<file path="src/rtl/execute_stage.sv">
// ---------------------------------------------------------------------------
// execute_stage
//   Execute stage of the five-stage pipeline. Evaluates single-cycle ALU ops
//   and runs a 32-step sequential multiply/divide unit (RV32M semantics) that
//   stalls the front end while it works. Drives the EX/MEM register.
//
// Ports
//   clk, rst             : clock, synchronous active-high reset
//   id_valid             : ID/EX holds a real instruction (0 = bubble)
//   id_op                : operation code (ops with bit 4 set use the mul/div unit)
//   id_a, id_b           : forwarded operands
//   id_store_data        : rs2 value for stores
//   id_WriteReg ...      : write-back / memory controls, access length and sign
//   ex_flush             : kill the instruction currently in EX
//   stall_out            : hold PC, IF/ID and ID/EX this cycle
//   EX_*                 : EX/MEM pipeline register outputs
// ---------------------------------------------------------------------------
module execute_stage #(
   parameter int XLEN = 32
) (
   input  logic            clk,
   input  logic            rst,
   input  logic            id_valid,
   input  logic [4:0]      id_op,
   input  logic [XLEN-1:0] id_a,
   input  logic [XLEN-1:0] id_b,
   input  logic [XLEN-1:0] id_store_data,
   input  logic [4:0]      id_WriteReg,
   input  logic            id_RegWrite,
   input  logic            id_MemtoReg,
   input  logic            id_MemRead,
   input  logic            id_MemWrite,
   input  logic [1:0]      id_length,
   input  logic            id_sign,
   input  logic            ex_flush,
   output logic            stall_out,
   output logic [XLEN-1:0] EX_ALUResult,
   output logic [XLEN-1:0] EX_din,
   output logic [4:0]      EX_WriteReg,
   output logic            EX_RegWrite,
   output logic            EX_MemtoReg,
   output logic            EX_MemRead,
   output logic            EX_MemWrite,
   output logic [1:0]      EX_length,
   output logic            EX_sign
);

   typedef enum logic [1:0] {IDLE, BUSY, DONE} state_t;

   state_t            state, state_nxt;
   logic [4:0]        cnt;
   logic              md_start;

   // Mul/div datapath state
   logic [3:0]        md_op;      // low bits of the latched op
   logic              neg_a, neg_b, b_zero;
   logic [XLEN-1:0]   md_opnd;    // multiplicand (mul) or divisor (div) magnitude
   logic [2*XLEN-1:0] work;       // {hi/remainder, lo/quotient}

   assign md_start = id_valid & id_op[4];

   // ------------------------------------------------------------------
   // Single-cycle ALU
   // ------------------------------------------------------------------
   logic [XLEN-1:0] alu_result;

   // NOTE: every always_comb output gets a default first so no path can infer a latch.
   always_comb begin
      alu_result = '0;
      case (id_op)
         5'd0:    alu_result = id_a + id_b;
         5'd1:    alu_result = id_a - id_b;
         5'd2:    alu_result = id_a & id_b;
         5'd3:    alu_result = id_a | id_b;
         5'd4:    alu_result = id_a ^ id_b;
         5'd5:    alu_result = id_a << id_b[4:0];
         5'd6:    alu_result = id_a >> id_b[4:0];
         5'd7:    alu_result = $signed(id_a) >>> id_b[4:0];
         5'd8:    alu_result = {{(XLEN-1){1'b0}}, $signed(id_a) < $signed(id_b)};
         5'd9:    alu_result = {{(XLEN-1){1'b0}}, id_a < id_b};
         5'd10:   alu_result = id_b;
         default: alu_result = '0;
      endcase
   end

   // ------------------------------------------------------------------
   // Operand conditioning at start: which operands are signed per op
   // (MUL, MULH, DIV, REM: both; MULHSU: a only; unsigned ops: none).
   // ------------------------------------------------------------------
   logic            a_signed, b_signed, in_neg_a, in_neg_b;
   logic [XLEN-1:0] mag_a, mag_b;

   always_comb begin
      a_signed = 1'b0;
      b_signed = 1'b0;
      case (id_op[2:0])
         3'd0, 3'd1, 3'd4, 3'd6: begin
            a_signed = 1'b1;
            b_signed = 1'b1;
         end
         3'd2:    a_signed = 1'b1;
         default: ;
      endcase
      in_neg_a = a_signed & id_a[XLEN-1];
      in_neg_b = b_signed & id_b[XLEN-1];
      mag_a    = in_neg_a ? -id_a : id_a;
      mag_b    = in_neg_b ? -id_b : id_b;
   end

   // ------------------------------------------------------------------
   // One iteration of shift-add multiply or restoring divide
   // ------------------------------------------------------------------
   logic [XLEN:0]     mul_sum, div_rem_sh;
   logic [XLEN-1:0]   div_diff;
   logic [2*XLEN-1:0] work_step;

   always_comb begin
      mul_sum    = {1'b0, work[2*XLEN-1:XLEN]} + (work[0] ? {1'b0, md_opnd} : '0);
      div_rem_sh = {work[2*XLEN-1:XLEN], work[XLEN-1]};
      // Only used when the shifted remainder is >= divisor, so it fits XLEN bits.
      div_diff   = div_rem_sh[XLEN-1:0] - md_opnd;
      if (md_op[2]) begin
         if (div_rem_sh >= {1'b0, md_opnd})
            work_step = {div_diff, work[XLEN-2:0], 1'b1};
         else
            work_step = {div_rem_sh[XLEN-1:0], work[XLEN-2:0], 1'b0};
      end else begin
         work_step = {mul_sum, work[XLEN-1:1]};
      end
   end

   // ------------------------------------------------------------------
   // Sign fix-up and result selection (valid in DONE)
   // ------------------------------------------------------------------
   logic [2*XLEN-1:0] prod;
   logic [XLEN-1:0]   quot, rem, md_result;

   always_comb begin
      prod = (neg_a ^ neg_b) ? -work : work;
      quot = (neg_a ^ neg_b) ? -work[XLEN-1:0] : work[XLEN-1:0];
      if (b_zero)
         quot = '1;
      // Remainder follows the dividend; for x/0 this reproduces the dividend.
      rem  = neg_a ? -work[2*XLEN-1:XLEN] : work[2*XLEN-1:XLEN];
      case (md_op)
         4'd0:             md_result = prod[XLEN-1:0];
         4'd1, 4'd2, 4'd3: md_result = prod[2*XLEN-1:XLEN];
         4'd4, 4'd5:       md_result = quot;
         4'd6, 4'd7:       md_result = rem;
         default:          md_result = '0;
      endcase
   end

   // ------------------------------------------------------------------
   // FSM: state register / next state / outputs
   // ------------------------------------------------------------------
   // NOTE: sequential state uses non-blocking assignments so all registers update together.
   always_ff @(posedge clk) begin
      if (rst) begin
         state <= IDLE;
         cnt   <= '0;
      end else begin
         state <= state_nxt;
         cnt   <= (state == BUSY && !ex_flush) ? cnt + 5'd1 : 5'd0;
      end
   end

   always_comb begin
      state_nxt = state;
      case (state)
         IDLE:    if (md_start) state_nxt = BUSY;
         BUSY:    if (cnt == 5'd31) state_nxt = DONE;
         DONE:    state_nxt = IDLE;   // held ID/EX copy is not restarted
         default: state_nxt = IDLE;
      endcase
      if (ex_flush)
         state_nxt = IDLE;
   end

   always_comb begin
      stall_out = !rst && ((state == IDLE && md_start && !ex_flush) || state == BUSY);
   end

   // ------------------------------------------------------------------
   // Mul/div datapath registers
   // ------------------------------------------------------------------
   // NOTE: datapath registers are not reset; they are always loaded at start before being read.
   always_ff @(posedge clk) begin
      if (state == IDLE && md_start) begin
         md_op   <= id_op[3:0];
         neg_a   <= in_neg_a;
         neg_b   <= in_neg_b;
         b_zero  <= (id_b == '0);
         md_opnd <= id_op[2] ? mag_b : mag_a;
         work    <= {{XLEN{1'b0}}, (id_op[2] ? mag_a : mag_b)};
      end else if (state == BUSY) begin
         work    <= work_step;
      end
   end

   // ------------------------------------------------------------------
   // EX/MEM register; reset, flush, stall and id bubbles all load zeros
   // ------------------------------------------------------------------
   always_ff @(posedge clk) begin
      if (rst || ex_flush || stall_out || !id_valid) begin
         EX_ALUResult <= '0;
         EX_din       <= '0;
         EX_WriteReg  <= '0;
         EX_RegWrite  <= 1'b0;
         EX_MemtoReg  <= 1'b0;
         EX_MemRead   <= 1'b0;
         EX_MemWrite  <= 1'b0;
         EX_length    <= '0;
         EX_sign      <= 1'b0;
      end else begin
         EX_ALUResult <= (state == DONE) ? md_result : alu_result;
         EX_din       <= id_store_data;
         EX_WriteReg  <= id_WriteReg;
         EX_RegWrite  <= id_RegWrite;
         EX_MemtoReg  <= id_MemtoReg;
         EX_MemRead   <= id_MemRead;
         EX_MemWrite  <= id_MemWrite;
         EX_length    <= id_length;
         EX_sign      <= id_sign;
      end
   end

endmodule

</file>
<file path="config.mk">
export PLATFORM = sky130hd
export DESIGN_NAME = execute_stage
export DESIGN_NICKNAME = d
export VERILOG_FILES = /design/src/rtl/execute_stage.sv
export SDC_FILE = /design/constraint.sdc
export NUM_CORES = 1
export LEC_CHECK = 0
export BUFFER_PORTS_ARGS = -buffer_cell sky130_fd_sc_hd__buf_2
export CORE_MARGIN = 3
export CORE_UTILIZATION = 43
export CTS_CLUSTER_SIZE = 10
export DETAILED_ROUTE_END_ITERATION = 7
export SKIP_CTS_REPAIR_TIMING = 1
export SLEW_MARGIN = 20
export SYNTH_ARGS = -nofsm -noshare
export SYNTH_HDL_FRONTEND = slang
export SYNTH_SLANG_ARGS = --single-unit
</file>
<file path="constraint.sdc">
create_clock -name clk -period 4.7 [get_ports clk]
set_clock_uncertainty 0.1 [all_clocks]
set_input_delay 0 -clock clk [delete_from_list [all_inputs] [get_ports clk]]
set_output_delay 0 -clock clk [all_outputs]
set_load 0.03 [all_outputs]
</file>
==> results of run 1 <==
## kinds of logic after synthesis
kind of cell	Yosys count	share of synthesized area, %
XOR/XNOR	204	7.47
flip-flops	186	18.5
AO/OA/AOI/OAI	1041	28.0
AND/OR/NAND/NOR	999	19.7
multiplexers	189	10.3
adder cells (fa/ha/maj)	178	9.44
buffers and inverters	404	6.57
## power groups by stage
stage               registers (W)  logic [W]  clock network [W]
floorplan                 0.00191    0.00204                  0
global placement          0.00197    0.00301                  0
detailed placement        0.00198    0.00302                  0
CTS                       0.00194    0.00304            0.00166
global route              0.00196    0.00339            0.00170
finish                    0.00195    0.00318            0.00163
## layout make-up
type                       instances  area [µm²]  share of cell area (%)
antenna                            5        12.5                  0.0464
clock buffer                      17         425                    1.58
clock inverter                    15         208                   0.771
inverter                         158         593                    2.20
multi-input combinational       2611       18000                    66.6
sequential                       186        4430                    16.5
tap                              739         925                    3.43
timing repair buffer             364        2390                    8.88
## through the flow
step / hold slack, ns / instance area (µm²)
after floorplan: -0.00113 / 23900
after global placement: 0.0991 / 25800
after detailed placement: 0.104 / 25800
after CTS: -0.452 / 26400
after global routing: 0.00421 / 26900
final: -0.00534 / 26900
## cells in the mapped netlist, types with 25 or more instances
| cell type | instances |
|---|---|
| clkbuf_1 | 195 |
| a211oi_1 | 44 |
| o221ai_1 | 32 |
| nand3_1 | 80 |
| nand4_1 | 32 |
| or3_1 | 26 |
| o22ai_1 | 36 |
| mux4_2 | 45 |
| inv_1 | 155 |
| buf_2 | 28 |
| o21ai_0 | 250 |
| ha_1 | 174 |
| nand2_1 | 250 |
| o31ai_1 | 31 |
| a31oi_1 | 35 |
| mux2i_1 | 137 |
| nand2b_1 | 29 |
| dfxtp_1 | 115 |
| o21bai_1 | 27 |
| xor2_1 | 68 |
| o21a_1 | 25 |
| edfxtp_1 | 71 |
| a221oi_1 | 28 |
| nor3_1 | 66 |
| nor2_1 | 341 |
| and3_1 | 30 |
| a21o_1 | 49 |
| xnor2_1 | 136 |
| o211ai_1 | 30 |
| and2_1 | 57 |
| a21oi_1 | 293 |
## per-layer routing
layer | track usage, % | wire length [µm] | vias up
met1 | 54.5 | 49100 | 13100
met5 | 0 | 27 | -
li1 | - | - | 12000
met4 | 23.7 | 8720 | 4
met2 | 55.3 | 48600 | 1961
met3 | 7.72 | 13400 | 382
## worst max path at each step
stage,cells after the start,from,to
after floorplan,15,id_b[2],EX_ALUResult[24]$_SDFF_PP0_
after global placement,13,id_b[0],EX_ALUResult[28]$_SDFF_PP0_
after detailed placement,10,work[37]$_SDFFE_PP0P_,work[0]$_DFFE_PP_
after CTS,10,work[37]$_SDFFE_PP0P_,work[0]$_DFFE_PP_
after global routing,10,work[37]$_SDFFE_PP0P_,work[32]$_SDFFE_PP0P_
final,10,work[37]$_SDFFE_PP0P_,work[32]$_SDFFE_PP0P_
## layout by cell type, fill, tap and decap left out, types with 49 or more instances in the layout
master	instances
edfxtp_1	71
o21ai_0	250
xnor2_1	135
nor2_1	339
dlygate4sd3_1	52
inv_1	154
and2_1	57
nand3_1	79
nor3_1	63
buf_4	118
mux2i_1	137
dfxtp_1	115
nand2_1	250
a21oi_1	293
xor2_1	67
buf_2	193
a21o_1	49
ha_1	174
## state kept, by name, indices dropped and copies added, names as in the netlist
name and count:
EX_ALUResult 32, EX_MemRead 1, EX_MemWrite 1, EX_MemtoReg 1, EX_RegWrite 1, EX_WriteReg 5
EX_din 32, EX_length 2, EX_sign 1, b_zero 1, cnt 5, md_op 4
md_opnd 32, neg_a 1, neg_b 1, state 2, work 64
## critical path, stage by stage, from the launching register on
cell and delay (ns):
dfxtp_1 0.56, ha_1 0.38, and3_1 0.24, a311o_1 0.36
a21oi_1 0.42, a21oi_1 0.22, o21ai_1 0.57, o311ai_4 0.39
o21ai_0 0.58, mux2i_1 0.15, a22o_1 0.25
==> summary.md, run 1 <==
| Metric | Value |
|---|---|
| Internal power | `approximately 0.0037 W` |
| Largest net degree at the start of global routing | `77` |
| Worst Hold Class | `in -> reg` |
| RSZ-0062 raised after global routing | `false` |
| Gate power share | `around 47%` |
| Aggregate global-route resource usage | `39.1%` |
| Startpoint Class | `flop` |
| Peak VDD IR | `0.327 mV` |
| Max Slew Vio Count | `0` |
| DIE AREA | `0.0585 mm²` |
| Final WS setup | `~0.37 ns` |
| # IOs | `~190` |
| Syn Nets | `roughly 3.5k` |
| Area delta synth->final | `12.7%` |
| Status | `complete, but fails checks` |
| Synth warn | `0` |
| Initial Util | `between 40 and 50%` |
| Post-Syn Area | `~0.024 mm²` |
| Crit. End Element | `flop` |
| Final min period | `roughly 4.3 ns` |
| Total power | `between 0.006 and 0.007 W` |
| Worst slew pin tran | `roughly 1.2 ns` |
| Hold-critical path depth | `4` |
| Synth area leaders | `dfxtp_1, ha_1, edfxtp_1` |
| Syn Inst Count | `3201` |
| Row count | `85` |
| Clk pin slew, worst setup/hold paths | `roughly 0.09 ns` |
| Final setup viols | `0` |
| Worst-path fanout max | `16` |
| Final WL | `about 120000 µm` |
| Final hold slack | `-0.00534 ns` |
| Synth area leader | `dfxtp_1` |
| Leak | `between 10 and 15 nW` |
| CP required | `around 5.0 ns` |
| # DRC | `0` |
| Post-route ant nets | `0` |
| Syn_area_per_cell | `between 7 and 8 µm²` |
| CTS tree | `built` |
| Die height | `roughly 240 µm` |
| Critical path class | `reg -> reg` |
| Worst hold endpoint | `EX_ALUResult[25]$_SDFF_PP0_` |
| CTS Buf Count | `17` |
| Seq/Total Area, Yosys | `between 10% and 20%` |
| Worst Hold Launch | `id_b[25]` |
| Root Driver | `clkbuf_16` |
| PortBufs | `around 190` |
| Async SR Flop Fraction | `0%` |
| 1st-pass router iterations | `6` |
| Max-cap violations | `0` |
| Sequential share of power | `between 20% and 30%` |
| Antenna violations before repair | `8` |
| Clock Path Buffers | `2` |
| Layout fillers | `roughly 5.5k` |
| Register bit total from synthesis | `about 190` |
| Core Area | `between 0.05 and 0.06 mm²` |
| Violated checks | `negative hold slack` |
| Dpl cells | `~4.0k` |
| NetSw | `between 0.003 and 0.004 W` |
| HPWL Detailed | `93000 µm` |
| Non-Filler Instances | `between 4k and 5k` |
| Endpoints failing hold | `3` |
| 1st-iter DRT viols | `around 4.1k` |
| Number of global-route vias before repair | `roughly 25k` |
| Fin util | `slightly below 50%` |
| Fmax | `~0.23 GHz` |
| First-pass GRT wire length | `between 150000 and 200000 µm` |
| DR WL/cell | `between 20 and 30 µm` |
| Share of the synthesized area in the top cell type | `around a tenth` |
| CTS H-tree lvls | `4` |
| Final critical-path share of the clock period | `between 90% and 100%` |
| Worst Reg2Reg Path Length in Cells | `10` |
| Share of cells above drive strength 1 | `13.4%` |
| Clk_lat worst skew | `just over 0.5 ns` |
| Post-Place Worst Slack | `approximately 0.6 ns` |
| Vias per inst | `~6.7` |
| Post-layout nets | `~3.6k` |
| WP data arrival | `roughly 4.6 ns` |
| PwrDens | `approximately 250 mW/mm²` |
| Global route total overflow | `0` |
| Distinct cell type count after synthesis | `98` |
| Synth Flop Type | `dfxtp_1` |
| Via Count | `approximately 27k` |
| EDFF count, synth | `71` |
| Max_slew headroom | `18.8%` |
| Die W | `242 µm` |
| Setup TNS Final | `0 ns` |
| Switching share of power | `between 40% and 50%` |
| # clock sinks | `186` |
| Setup slack, reg-to-reg | `about 0.37 ns` |
| GPL Wtd Cong | `between 1 and 1.5` |
| Worst R2R Start | `work[37]$_SDFFE_PP0P_` |
| Clock Power Share | `around 24%` |
| RR Endpoint | `work[32]$_SDFFE_PP0P_` |
No activity file was read; power rests on OpenSTA's default activity.
==> run 2: changes to the inputs <==
==> constraint.sdc (replaced) <==
create_clock -name clk -period 4.3 [get_ports clk]
set_clock_uncertainty 0.1 [all_clocks]
set_input_delay 0 -clock clk [delete_from_list [all_inputs] [get_ports clk]]
set_output_delay 0 -clock clk [all_outputs]
set_load 0.03 [all_outputs]
==> run 2 against run 1 <==
- combinational power rose by 12%
- critical path depth rose by 4
- cell count rose by 1.0%
- fmax rose by 6.1%
- the run still ends with negative hold slack left
- final area rose by 1.3%
- wire length fell by 1.2%
- flip-flop and latch count did not move
- global-route usage fell by 0.51 points
==> summary.md, run 2 (synthesis results as in run 1) <==
| Metric | Value |
|---|---|
| Status | `complete, but fails checks (unchanged)` |
| Violated checks | `negative hold slack (unchanged)` |
| # DRC | `0 (unchanged)` |
| Commonest non-fill, non-tap cells in the layout | `nor2_1, a21oi_1, nand2_1, o21ai_0, buf_2 (unchanged)` |
| # clock sinks | `186 (unchanged)` |
| CTS Buf Count | `17 (unchanged)` |
| Final critical-path share of the clock period | `95.0% (was 92.2%)` |
| Post-layout nets | `3674 (was 3633)` |
| Clk pin slew, worst setup/hold paths | `0.10 ns (was 0.09 ns)` |
| 1st-pass router iterations | `7 (was 6)` |
| Worst-path fanout max | `31 (was 16)` |
| Design area | `0.0273 mm² (was 0.0269 mm²)` |
| Final min period | `4.08 ns (was 4.33 ns)` |
| Max-cap violations | `0 (unchanged)` |
| DR WL/cell | `28.6 µm (was 29.3 µm)` |
| CTS tree | `built (unchanged)` |
| Worst Hold Class | `in -> reg (unchanged)` |
| Clock Path Buffers | `2 (unchanged)` |
| CP required | `4.66 ns (was 5.00 ns)` |
| RSZ-0062 raised after global routing | `false (unchanged)` |
| Via Count | `27.5k (was 27.4k)` |
| CTS H-tree lvls | `4 (unchanged)` |
| Die height | `242 µm (unchanged)` |
| First-pass GRT wire length | `171000 µm (was 173000 µm)` |
| Peak VDD IR | `0.384 mV (was 0.327 mV)` |
| Total power | `0.00748 W (was 0.00675 W)` |
| Post-Place Cell Area | `0.0261 mm² (was 0.0258 mm²)` |
| Final WL | `118000 µm (was 120000 µm)` |
| Final setup viols | `0 (unchanged)` |
| Setup TNS Final | `0 ns (unchanged)` |
| HPWL Detailed | `91600 µm (was 93000 µm)` |
| GPL Wtd Cong | `1.11 (was 1.03)` |
| Most common cell after layout, fill and taps aside | `nor2_1 (unchanged)` |
| Startpoint Class | `flop (unchanged)` |
| Root Driver | `clkbuf_16 (unchanged)` |
| Initial Util | `43.9% (unchanged)` |
| CP most frequent cell | `nor2_1 (was a21oi_1)` |
| Largest Register | `work (unchanged)` |
| Row count | `85 (unchanged)` |
| DIE AREA | `0.0585 mm² (unchanged)` |
| Flip-flop count of the largest register after layout | `64 (unchanged)` |
| Critical path class | `reg -> reg (unchanged)` |
| Worst slew pin tran | `1.02 ns (was 1.21 ns)` |
| Leak | `11.6 nW (was 11.4 nW)` |
| Share of cells above drive strength 1 | `14.5% (was 13.4%)` |
| 1st-iter DRT viols | `3807 (was 4142)` |
| Area delta synth->final | `14.1% (was 12.7%)` |
| Crit path buf inv count | `3 (was 0)` |
| Post-route ant nets | `0 (unchanged)` |
| # IOs | `194 (unchanged)` |
| Vias per inst | `6.65 (was 6.70)` |
| Endpoints failing hold | `3 (unchanged)` |
| Clk_lat worst skew | `0.52 ns (was 0.51 ns)` |
| Core Area | `0.0545 mm² (unchanged)` |
| Crit path max-delay family | `compound AO/OA/AOI/OAI gates (unchanged)` |
| Max_slew headroom | `31.7% (was 18.8%)` |
| Final hold slack | `-0.0428 ns (was -0.00534 ns)` |
| PwrDens | `274 mW/mm² (was 250 mW/mm²)` |
| Critical-path cell list | `inv_1 > ha_1 > nor2b_1 > o31a_1 > nand4_1 > a21oi_1 > o21ai_2 > o311ai_4 > buf_12 > buf_4 > nor2_1 > a211oi_1 > o22ai_1 > nor2_1 (was ha_1 > and3_1 > a311o_1 > a21oi_1 > a21oi_1 > o21ai_1 > o311ai_4 > o21ai_0 > mux2i_1 > a22o_1)` |
| Fmax | `0.245 GHz (was 0.231 GHz)` |
| Antenna violations before repair | `8 (unchanged)` |
| Number of global-route vias before repair | `25.3k (was 25.0k)` |
| Global route total overflow | `0 (unchanged)` |
| Die W | `242 µm (unchanged)` |
| Crit. End Element | `flop (unchanged)` |
| Fin util | `50.1% (was 49.5%)` |
| WP data arrival | `4.44 ns (was 4.63 ns)` |
| PortBufs | `193 (unchanged)` |
| Layout fillers | `5543 (was 5526)` |
| Aggregate global-route resource usage | `38.6% (was 39.1%)` |
| Slowest cell delay on critical path | `0.89 ns (was 0.58 ns)` |
| CP max-delay cell | `o311ai_4 (was o21ai_0)` |
| Largest net degree at the start of global routing | `82 (was 77)` |
| Max Slew Vio Count | `0 (unchanged)` |
==> run 2: changes by cell type in the layout (fill, tap and decap cells not counted), sizes merged <==
| cell | before | now |
|---|---|---|
| buf | 312 | 354 |
| clkinv | 6 | 5 |
| dlygate4sd3 | 52 | 51 |
| inv | 167 | 168 |
==> run 2: worst reg2reg max path, cell delays in order (launching register included) <==
cell      delay (ns)
edfxtp_1        0.49
inv_1           0.18
ha_1            0.26
nor2b_1         0.15
o31a_1          0.19
nand4_1         0.26
a21oi_1         0.36
o21ai_2         0.19
o311ai_4        0.90
buf_12          0.29
buf_4           0.21
nor2_1          0.05
a211oi_1        0.21
o22ai_1         0.11
nor2_1          0.10
==> run 2: final timing paths <==
check,start,endpoint,slack (ns),cells after the start
max,work[31]$_DFFE_PP_,work[53]$_SDFFE_PP0P_,0.22,14
max reg2reg,work[31]$_DFFE_PP_,work[53]$_SDFFE_PP0P_,0.22,14
min reg2reg,cnt[0]$_SDFF_PP0_,cnt[0]$_SDFF_PP0_,0.36,1
min,id_b[9],EX_ALUResult[9]$_SDFF_PP0_,-0.04,5
==> run 2: layer usage <==
metal / part of all wire (%) / vias up / track usage (%)
li1: - / 12100 / -
met1: 41 / 13200 / 52.7
met2: 41 / 1831 / 54.8
met3: 11 / 334 / 9.13
met4: 7.1 / 6 / 23.5
met5: 0.031 / - / 0
==> run 2: cell type report <==
cell class	instances	area, µm²	share of cell area (%)
multi-input combinational	2611	18000	65.8
sequential	186	4430	16.3
timing repair buffer	405	2710	9.94
tap	739	925	3.39
inverter	158	593	2.17
clock buffer	17	425	1.56
clock inverter	15	219	0.802
antenna	5	12.5	0.0459
==> run 2: report_power, final <==
group	switching, W	internal, W	total, W
clock	0.00101	0.000824	0.00184
combinational	0.00227	0.00129	0.00356
sequential	0.000138	0.00195	0.00209
total	0.00342	0.00406	0.00748
==> run 2: through the flow <==
| step | setup slack [ns] | std cells |
|---|---|---|
| finish | 0.217 | 4136 |
| global route | 0.0398 | 4132 |
| CTS | 0.255 | 4080 |
| detailed placement | 0.236 | 4048 |
| global placement | 0.236 | 4048 |
| floorplan | 0.699 | 3201 |
